$ cat src/rtl/dbg_pkg.sv
// dbg_pkg: shared debug-block types: dump FSM states and byte-stream widths.
package dbg_pkg;
   localparam int BYTE_W = 8;
   typedef logic [BYTE_W-1:0] byte_t;
   typedef enum logic [2:0] {IDLE, HALT_WAIT, ADDR, CAPTURE, SEND, NEXT, DONE} dump_state_t;
endpackage

$ cat src/rtl/reg_dump_controller_if.sv
// reg_dump_controller_if: halt handshake, register read port and byte-stream bundle.
interface reg_dump_controller_if #(
   parameter int SIZE         = 32,
   parameter int SIZE_REG_DIR = 5
);
   import dbg_pkg::*;
   logic i_dump_start;
   logic i_pipe_halted;
   logic o_halt_req;
   logic [SIZE_REG_DIR-1:0] o_rd_dir;
   logic [SIZE-1:0] i_rd_data;
   byte_t o_tx_data;
   logic o_tx_valid;
   logic i_tx_ready;
   logic o_busy;
   logic o_done;
   modport master (
      input  i_dump_start, i_pipe_halted, i_rd_data, i_tx_ready,
      output o_halt_req, o_rd_dir, o_tx_data, o_tx_valid, o_busy, o_done
   );
   modport slave (
      output i_dump_start, i_pipe_halted, i_rd_data, i_tx_ready,
      input  o_halt_req, o_rd_dir, o_tx_data, o_tx_valid, o_busy, o_done
   );
endinterface

$ cat src/rtl/reg_dump_controller_word_serializer.sv
// word_serializer: emits a loaded word LSB byte first on a registered ready/valid stream.
module word_serializer
   import dbg_pkg::*;
#(
   parameter int SIZE           = 32,
   parameter int BYTES_PER_WORD = SIZE / BYTE_W
) (
   input  logic            clk,
   input  logic            rst,
   input  logic            load,
   input  logic [SIZE-1:0] word,
   input  logic            ready,
   output byte_t           data,
   output logic            valid,
   output logic            last
);
   localparam int CW = BYTES_PER_WORD > 1 ? $clog2(BYTES_PER_WORD) : 1;
   logic [SIZE-1:0] shreg;
   logic [CW-1:0] bcnt;
   assign data = shreg[BYTE_W-1:0];
   assign last = valid && ready && bcnt == CW'(BYTES_PER_WORD - 1);
   always_ff @(posedge clk)
      if (rst) begin
         shreg <= '0;
         bcnt  <= '0;
         valid <= 1'b0;
      end else if (load) begin
         shreg <= word;
         bcnt  <= '0;
         valid <= 1'b1;
      end else if (valid && ready) begin
         shreg <= shreg >> BYTE_W;
         bcnt  <= bcnt + 1'b1;
         valid <= !last;
      end
endmodule

$ cat src/rtl/reg_dump_controller.sv
// reg_dump_controller: halts the pipeline and streams every register out LSB byte first.
module reg_dump_controller
   import dbg_pkg::*;
#(
   parameter int SIZE           = 32,
   parameter int NUM_REGISTERS  = 32,
   parameter int SIZE_REG_DIR   = $clog2(NUM_REGISTERS),
   parameter int BYTES_PER_WORD = SIZE / BYTE_W
) (
   input logic clk,
   input logic rst,
   reg_dump_controller_if.master bus
);
   dump_state_t state, state_next;
   logic [SIZE_REG_DIR-1:0] idx;
   logic active, done, last, tx_valid;
   byte_t tx_data;
   always_comb begin
      state_next = state;
      case (state)
         IDLE:      state_next = bus.i_dump_start ? HALT_WAIT : IDLE;
         HALT_WAIT: state_next = bus.i_pipe_halted ? ADDR : HALT_WAIT;
         ADDR:      state_next = CAPTURE;
         CAPTURE:   state_next = SEND;
         SEND:      state_next = last ? NEXT : SEND;
         NEXT:      state_next = idx == SIZE_REG_DIR'(NUM_REGISTERS - 1) ? DONE : ADDR;
         DONE:      state_next = IDLE;
         default:   state_next = IDLE;
      endcase
   end
   // idx doubles as the read address, so it is cleared on the way back to IDLE
   always_ff @(posedge clk)
      if (rst) begin
         state  <= IDLE;
         idx    <= '0;
         active <= 1'b0;
         done   <= 1'b0;
      end else begin
         state  <= state_next;
         idx    <= state_next == IDLE ? '0 : (state == NEXT && state_next == ADDR) ? idx + 1'b1 : idx;
         active <= state_next != IDLE;
         done   <= state_next == DONE;
      end
   word_serializer #(.SIZE(SIZE), .BYTES_PER_WORD(BYTES_PER_WORD)) u_ser (
      .clk(clk),
      .rst(rst),
      .load(state == CAPTURE),
      .word(bus.i_rd_data),
      .ready(bus.i_tx_ready),
      .data(tx_data),
      .valid(tx_valid),
      .last(last)
   );
   assign bus.o_halt_req = active;
   assign bus.o_busy     = active;
   assign bus.o_done     = done;
   assign bus.o_rd_dir   = idx;
   assign bus.o_tx_data  = tx_data;
   assign bus.o_tx_valid = tx_valid;
endmodule

$ cat src/flat_wrapper.sv
// flat-port wrapper written by rule: the top's interface ports become plain ports
module reg_dump_controller_flat import dbg_pkg::*;
#(
   parameter int SIZE           = 32,
   parameter int NUM_REGISTERS  = 32,
   parameter int SIZE_REG_DIR   = $clog2(NUM_REGISTERS),
   parameter int BYTES_PER_WORD = SIZE / BYTE_W
)
  (clk, rst, bus_i_dump_start, bus_i_pipe_halted, bus_i_rd_data, bus_i_tx_ready, bus_o_halt_req, bus_o_rd_dir, bus_o_tx_data, bus_o_tx_valid, bus_o_busy, bus_o_done);
  reg_dump_controller_if #(.SIZE(SIZE), .SIZE_REG_DIR(SIZE_REG_DIR)) bus_i ();
  input logic clk;
  input logic rst;
  input wire logic [$bits(bus_i.i_dump_start)-1:0] bus_i_dump_start;
  input wire logic [$bits(bus_i.i_pipe_halted)-1:0] bus_i_pipe_halted;
  input wire logic [$bits(bus_i.i_rd_data)-1:0] bus_i_rd_data;
  input wire logic [$bits(bus_i.i_tx_ready)-1:0] bus_i_tx_ready;
  output wire logic [$bits(bus_i.o_halt_req)-1:0] bus_o_halt_req;
  output wire logic [$bits(bus_i.o_rd_dir)-1:0] bus_o_rd_dir;
  output wire logic [$bits(bus_i.o_tx_data)-1:0] bus_o_tx_data;
  output wire logic [$bits(bus_i.o_tx_valid)-1:0] bus_o_tx_valid;
  output wire logic [$bits(bus_i.o_busy)-1:0] bus_o_busy;
  output wire logic [$bits(bus_i.o_done)-1:0] bus_o_done;
  assign bus_i.i_dump_start = bus_i_dump_start;
  assign bus_i.i_pipe_halted = bus_i_pipe_halted;
  assign bus_i.i_rd_data = bus_i_rd_data;
  assign bus_i.i_tx_ready = bus_i_tx_ready;
  assign bus_o_halt_req = bus_i.o_halt_req;
  assign bus_o_rd_dir = bus_i.o_rd_dir;
  assign bus_o_tx_data = bus_i.o_tx_data;
  assign bus_o_tx_valid = bus_i.o_tx_valid;
  assign bus_o_busy = bus_i.o_busy;
  assign bus_o_done = bus_i.o_done;
  reg_dump_controller #(.SIZE(SIZE), .NUM_REGISTERS(NUM_REGISTERS), .SIZE_REG_DIR(SIZE_REG_DIR), .BYTES_PER_WORD(BYTES_PER_WORD)) u_core (.clk(clk), .rst(rst), .bus(bus_i));
endmodule
$ cat config.mk
export PLATFORM = sky130hd
export DESIGN_NAME = reg_dump_controller_flat
export DESIGN_NICKNAME = d
export VERILOG_FILES = /design/src/rtl/dbg_pkg.sv /design/src/rtl/reg_dump_controller_if.sv /design/src/rtl/reg_dump_controller_word_serializer.sv /design/src/rtl/reg_dump_controller.sv /design/src/flat_wrapper.sv
export SDC_FILE = /design/constraint.sdc
export NUM_CORES = 1
export LEC_CHECK = 0
export CAP_MARGIN = 20
export CORE_UTILIZATION = 34
export CTS_BUF_LIST = sky130_fd_sc_hd__clkbuf_16
export CTS_CLUSTER_DIAMETER = 80
export DETAILED_ROUTE_END_ITERATION = 10
export GPL_ROUTABILITY_DRIVEN = 0
export PLACE_DENSITY = 0.55
export RECOVER_POWER = 100
export SYNTH_ARGS = -nofsm -noshare
export SYNTH_HDL_FRONTEND = slang
export SYNTH_HIERARCHICAL = 1
export SYNTH_SLANG_ARGS = --single-unit
$ cat constraint.sdc
create_clock -name clk -period 3.9 [get_ports clk]
set_input_delay 0.585 -clock clk [delete_from_list [all_inputs] [get_ports clk]]
set_output_delay 0.585 -clock clk [all_outputs]
set_load 0.005 [all_outputs]
==> impl_metrics.ini, run 1 <==
[worst_hold_path]
holdCritPathClass = reg2reg
min_from = u_core/u_ser/shreg[31]
holdPathStages = 2

[sta]
setup_tns_ns = 0
whs_ns = 0.490
hold_violations = 0
maxSlewViolCount = 0
setup_viol = 0
worstMarginPinSlew_ns = 0.876
relSlewSlack_pct = 41.6
period_share_pct = 59.7
fin_skew_ns = 0.00956
grt_setup_unrepaired = false
fmax_mhz = 429
min_period_ns = 2.33

[synthesis]
synth_area_per_cell_um2 = 9.79
synth_edf_count = 0
synth_cell_type_count = 40
yosysSeqAreaShare_pct = 37.3
synth.most_common_cell = dfxtp_1
synth_ff_type = dfxtp_1
yosys.area.top_type = dfxtp_1
synthTopCellsByArea = dfxtp_1 37%, a2111oi_2 14%, nor3_1 7.7%
ys_warn_count = 6
ys_top_cells_by_count = 45 x dfxtp_1, 37 x nor3_1, 27 x inv_1
synth_cells = 247
yosys.area.top_type_share_pct = 37.3
synth_fp_nets = 287
ys_seq_elements = 45
netlist_area_um2 = 2420
async_flop_share_pct = 0

[placed_design]
placed_cells = 367
placed_area_um2 = 2830
port_buffers = 53
place_hpwl_um = 3130

[cts]
htree_levels = 2
cts_tree = yes
path_clk_slew_ns = 0.07
cts.path.max_buffers = 2
cts_setup_buffers = 0
holdBufCountCts = 0
cts_root_buf = clkbuf_16
clk_latency_ns = 0.28
cts_resized = 0
numCtsBuffers = 5
clock_sinks = 45

[layout]
fin_cells = 377
fillers = 713
design_area_um2 = 2920
num_antenna_cells = 0
fin_nets = 320
drive_gt1_share_pct = 13.9
area_growth_syn_to_layout_pct = 21.0

[grt]
grt_pass1_wl_um = 8070
globalRouteTotalUtil_pct = 13.8
grt_max_degree = 81
grt.overflow.total = 0
grt_antenna_before_repair = 0
grt_pass1_vias = 1695

[outcome]
status = finished clean

[die]
dieWidth_um = 86.3
die_h_um = 86.3
design.core.area_um2 = 6830
start_util_pct = 35.4
row_count = 30
dieArea_um2 = 7450
ioPinCount = 54

[setup_path]
crit_type = in2reg
required_ns = 4.03
startpoint = bus_i_tx_ready
worstSetupEndpointType = flop
crit_fanout = 6
r2r-start = u_core/state[1]
reg2regPathDepth = 5
crit_arrival_ns = 2.46
startpoint_type = input pin

[detailed_routing]
detail-route-antenna-nets = 0
drtIter0Drc = 76
drt_pass1_iterations = 4
wl_per_cell_um = 12.7
drc = 0
vias = 1831
wirelength_um = 4800
via_per_inst = 4.86

[job]
maxCapViolations = 0

[power]
powerDensity_nw_per_um2 = 350
finalPower_mw = 1.02
p_leak_nw = 1.11
ir_worst_vdd_mv = 0.207
-- registers in the layout (all words and copies together), names as in the netlist --
register	flops
u_core/state	3
u_core/bus.o_busy	1
u_core/bus.o_done	1
u_core/u_ser/valid	1
u_core/u_ser/shreg	32
u_core/u_ser/bcnt	2
u_core/bus.o_rd_dir	5
-- logic make-up after synthesis --
logic type                 share of synthesized area [%]
AOI/OAI and AO/OA                                   20.8
buffers and inverters                               14.6
muxes                                               1.86
xor gates and xnor gates                           0.725
and+or+nand+nor                                     23.2
DFF                                                 37.3
adders and majority gates                           1.55
-- power by group --
group / internal, mW / switching, mW / leakage [nW]
logic: 0.0667 / 0.0487 / 0.677
registers: 0.475 / 0.0125 / 0.364
clock network: 0.239 / 0.182 / 0.0702
-- placed cells by master, fill, tap and decap left out, drive strengths merged, types with 2 or more instances in the layout --
cell           synthesis  final
a2111oi               24     24
a21oi                 14     14
a22oi                  2      2
and3                   2      2
and4bb                 2      2
buf                   24      3
clkbuf                 7      7
clkdlybuf4s50          0     34
dfxtp                 45     45
dlygate4sd3            0     18
ha                     3      3
inv                   27     28
mux2i                  3      3
nand2                 11     11
nand3b                 8      8
nor2                   4      4
nor3                  51     51
o21ai                  3      3
or3                    3      3
xnor2                  2      2
-- final cells by class --
class / count / area [µm²] / area share (%)
inverter: 27 / 101 / 3.47
timing repair buffer: 57 / 588 / 20.1
multi-input combinational: 144 / 1070 / 36.5
clock inverter: 3 / 21.3 / 0.727
clock buffer: 5 / 125 / 4.28
sequential: 45 / 901 / 30.8
tap: 96 / 120 / 4.11
-- metal layers --
metal	part of all wire, %	routed length, µm	up-vias	GRT usage (%)
met5	0	0	-	0
met4	1.2	57	0	4.55
met3	4.5	215	5	3.43
met2	44	2090	36	21.4
met1	51	2440	840	18.8
li1	-	-	950	-
-- worst paths after layout --
check                           endpoint  slack (ns)
setup / recovery  u_core/bus.o_rd_dir[2]        1.57
setup reg to reg   u_core/u_ser/shreg[1]        1.68
hold / removal    u_core/u_ser/shreg[31]        0.49
hold reg to reg   u_core/u_ser/shreg[31]        0.49
-- worst max-delay path, cell delays in order --
cell           delay (ns)
dlygate4sd3_1        0.58
and3_2               0.24
and4bb_2             0.23
o21ai_0              0.63
a22oi_1              0.19
-- through the flow --
step	setup slack [ns]	utilization (%)
final	1.57	42.8
after global routing	1.37	42.8
after CTS	1.62	43.6
after detailed placement	1.43	41.4
after global placement	1.44	41.4
after floorplan	2.21	-
(Power assumes the default switching activity.)
==> inputs of run 2 (changes only) <==
Clock period 3.9 ns to 2.21 ns, I/O delays scaled along.
==> impl_metrics.ini, run 2 (same netlist as run 1, synthesis figures left out) <==
[die]
start_util_pct = 35.4
design.core.area_um2 = 6830
dieArea_um2 = 7450
die_h_um = 86.3
ioPinCount = 54
dieWidth_um = 86.3
row_count = 30

[layout]
num_antenna_cells = 0
mostFrequentLayoutCells = 45 x dfxtp_1, 40 x nor3_1, 34 x clkdlybuf4s50_1, 28 x inv_1, 18 x dlygate4sd3_1
regArea_um2 = 901
fin_nets = 323
multiInputGateArea_um2 = 1070
fillers = 729
regMostFlops = u_core/u_ser/shreg
design_area_um2 = 2950
largest_reg_flops = 32
drive_gt1_share_pct = 15.1
layout_commonest_cell = dfxtp_1
area_growth_syn_to_layout_pct = 21.8
finish.utilization_pct = 43.1

[placed_design]
placed_area_um2 = 2890
place_hpwl_um = 3340
port_buffers = 53

[sta]
period_share_pct = 86.5
relSlewSlack_pct = 55.7
fmax_mhz = 523
grt_setup_unrepaired = false
setup_viol = 0
setup_tns_ns = 0
fin_skew_ns = 0.00847
hold_violations = 0
min_period_ns = 1.91
maxSlewViolCount = 0
worstMarginPinSlew_ns = 0.665

[cts]
htree_levels = 2
cts_resized = 0
path_clk_slew_ns = 0.06
cts.path.max_buffers = 2
cts_tree = yes
clock_sinks = 45
cts_root_buf = clkbuf_16
cts_setup_buffers = 0
clk_latency_ns = 0.28
numCtsBuffers = 5
holdBufCountCts = 0

[detailed_routing]
drc = 0
via_per_inst = 4.82
vias = 1832
wirelength_um = 4960
wl_per_cell_um = 13.1
drt_pass1_iterations = 4
detail-route-antenna-nets = 0
drtIter0Drc = 59

[power]
powerDensity_nw_per_um2 = 643
ir_worst_vdd_mv = 0.311
p_leak_nw = 1.14

[setup_path]
crit_type = reg2reg
worstSetupEndpointType = flop
startpoint_type = flop
crit_fanout = 42
crit_arrival_ns = 2.06
required_ns = 2.36

[grt]
grtUsageMet1_pct = 21.1
top_usage_layer = met1
globalRouteTotalUtil_pct = 14.4
use_met2_pct = 19.4
grt_pass1_wl_um = 8270
grt_max_degree = 50
met3_usage_pct = 4.76
grt_pass1_vias = 1654
grt_antenna_before_repair = 0
grt.overflow.total = 0

[outcome]
status = finished clean

[worst_hold_path]
holdCritPathClass = reg2reg

[job]
maxCapViolations = 0
run 2: changes by cell type in the layout (fill, tap and decap cells not counted), sizes merged:
cell and change:
buf +4, bufinv +1, clkbuf -1, clkinvlp -1
run 2: final timing paths:
check,slack [ns],end,start,depth (start not counted)
max,0.30,u_core/u_ser/shreg[0],u_core/state[1],4
min,0.49,u_core/u_ser/shreg[25],u_core/u_ser/shreg[25],2
max reg2reg,0.30,u_core/u_ser/shreg[0],u_core/state[1],4
min reg2reg,0.49,u_core/u_ser/shreg[25],u_core/u_ser/shreg[25],2
run 2: power by group:
part | total (mW) | internal, mW | switching, mW
clock network | 0.828 | 0.525 | 0.302
registers | 0.859 | 0.838 | 0.0216
logic | 0.208 | 0.121 | 0.0868
total | 1.89 | 1.48 | 0.410
run 2: critical path: stages, from the launching register on:
cell       delay (ns)
dfxtp_1          0.55
and3b_4          0.29
clkbuf_4         0.44
nor3_2           0.08
a2111oi_0        0.39
run 2: layout make-up:
| class | instances | share of cell area (%) |
|---|---|---|
| Sequential cell | 45 | 30.6 |
| Tap cell | 96 | 4.08 |
| Multi-Input combinational cell | 144 | 36.3 |
| Timing Repair Buffer | 60 | 20.1 |
| Clock inverter | 3 | 1.27 |
| Clock buffer | 5 | 4.25 |
| Inverter | 27 | 3.44 |
run 2: per-layer routing:
layer  vias up  share of wire (%)  wire length [µm]
met5         -                  0                 0
met4         0                1.0                51
met3         4                5.3               265
met2        42                 43              2130
met1       836                 51              2510
li1        950                  -                 -
run 2: per-stage QoR:
step,hold WS (ns),instances,worst slack (ns),power (mW)
floorplan,0.401,247,0.523,1.02
global placement,0.473,372,0.411,1.11
detailed placement,0.474,372,0.386,1.11
CTS,0.487,380,0.407,1.95
global route,0.501,380,0.147,1.98
finish,0.490,380,0.299,1.89
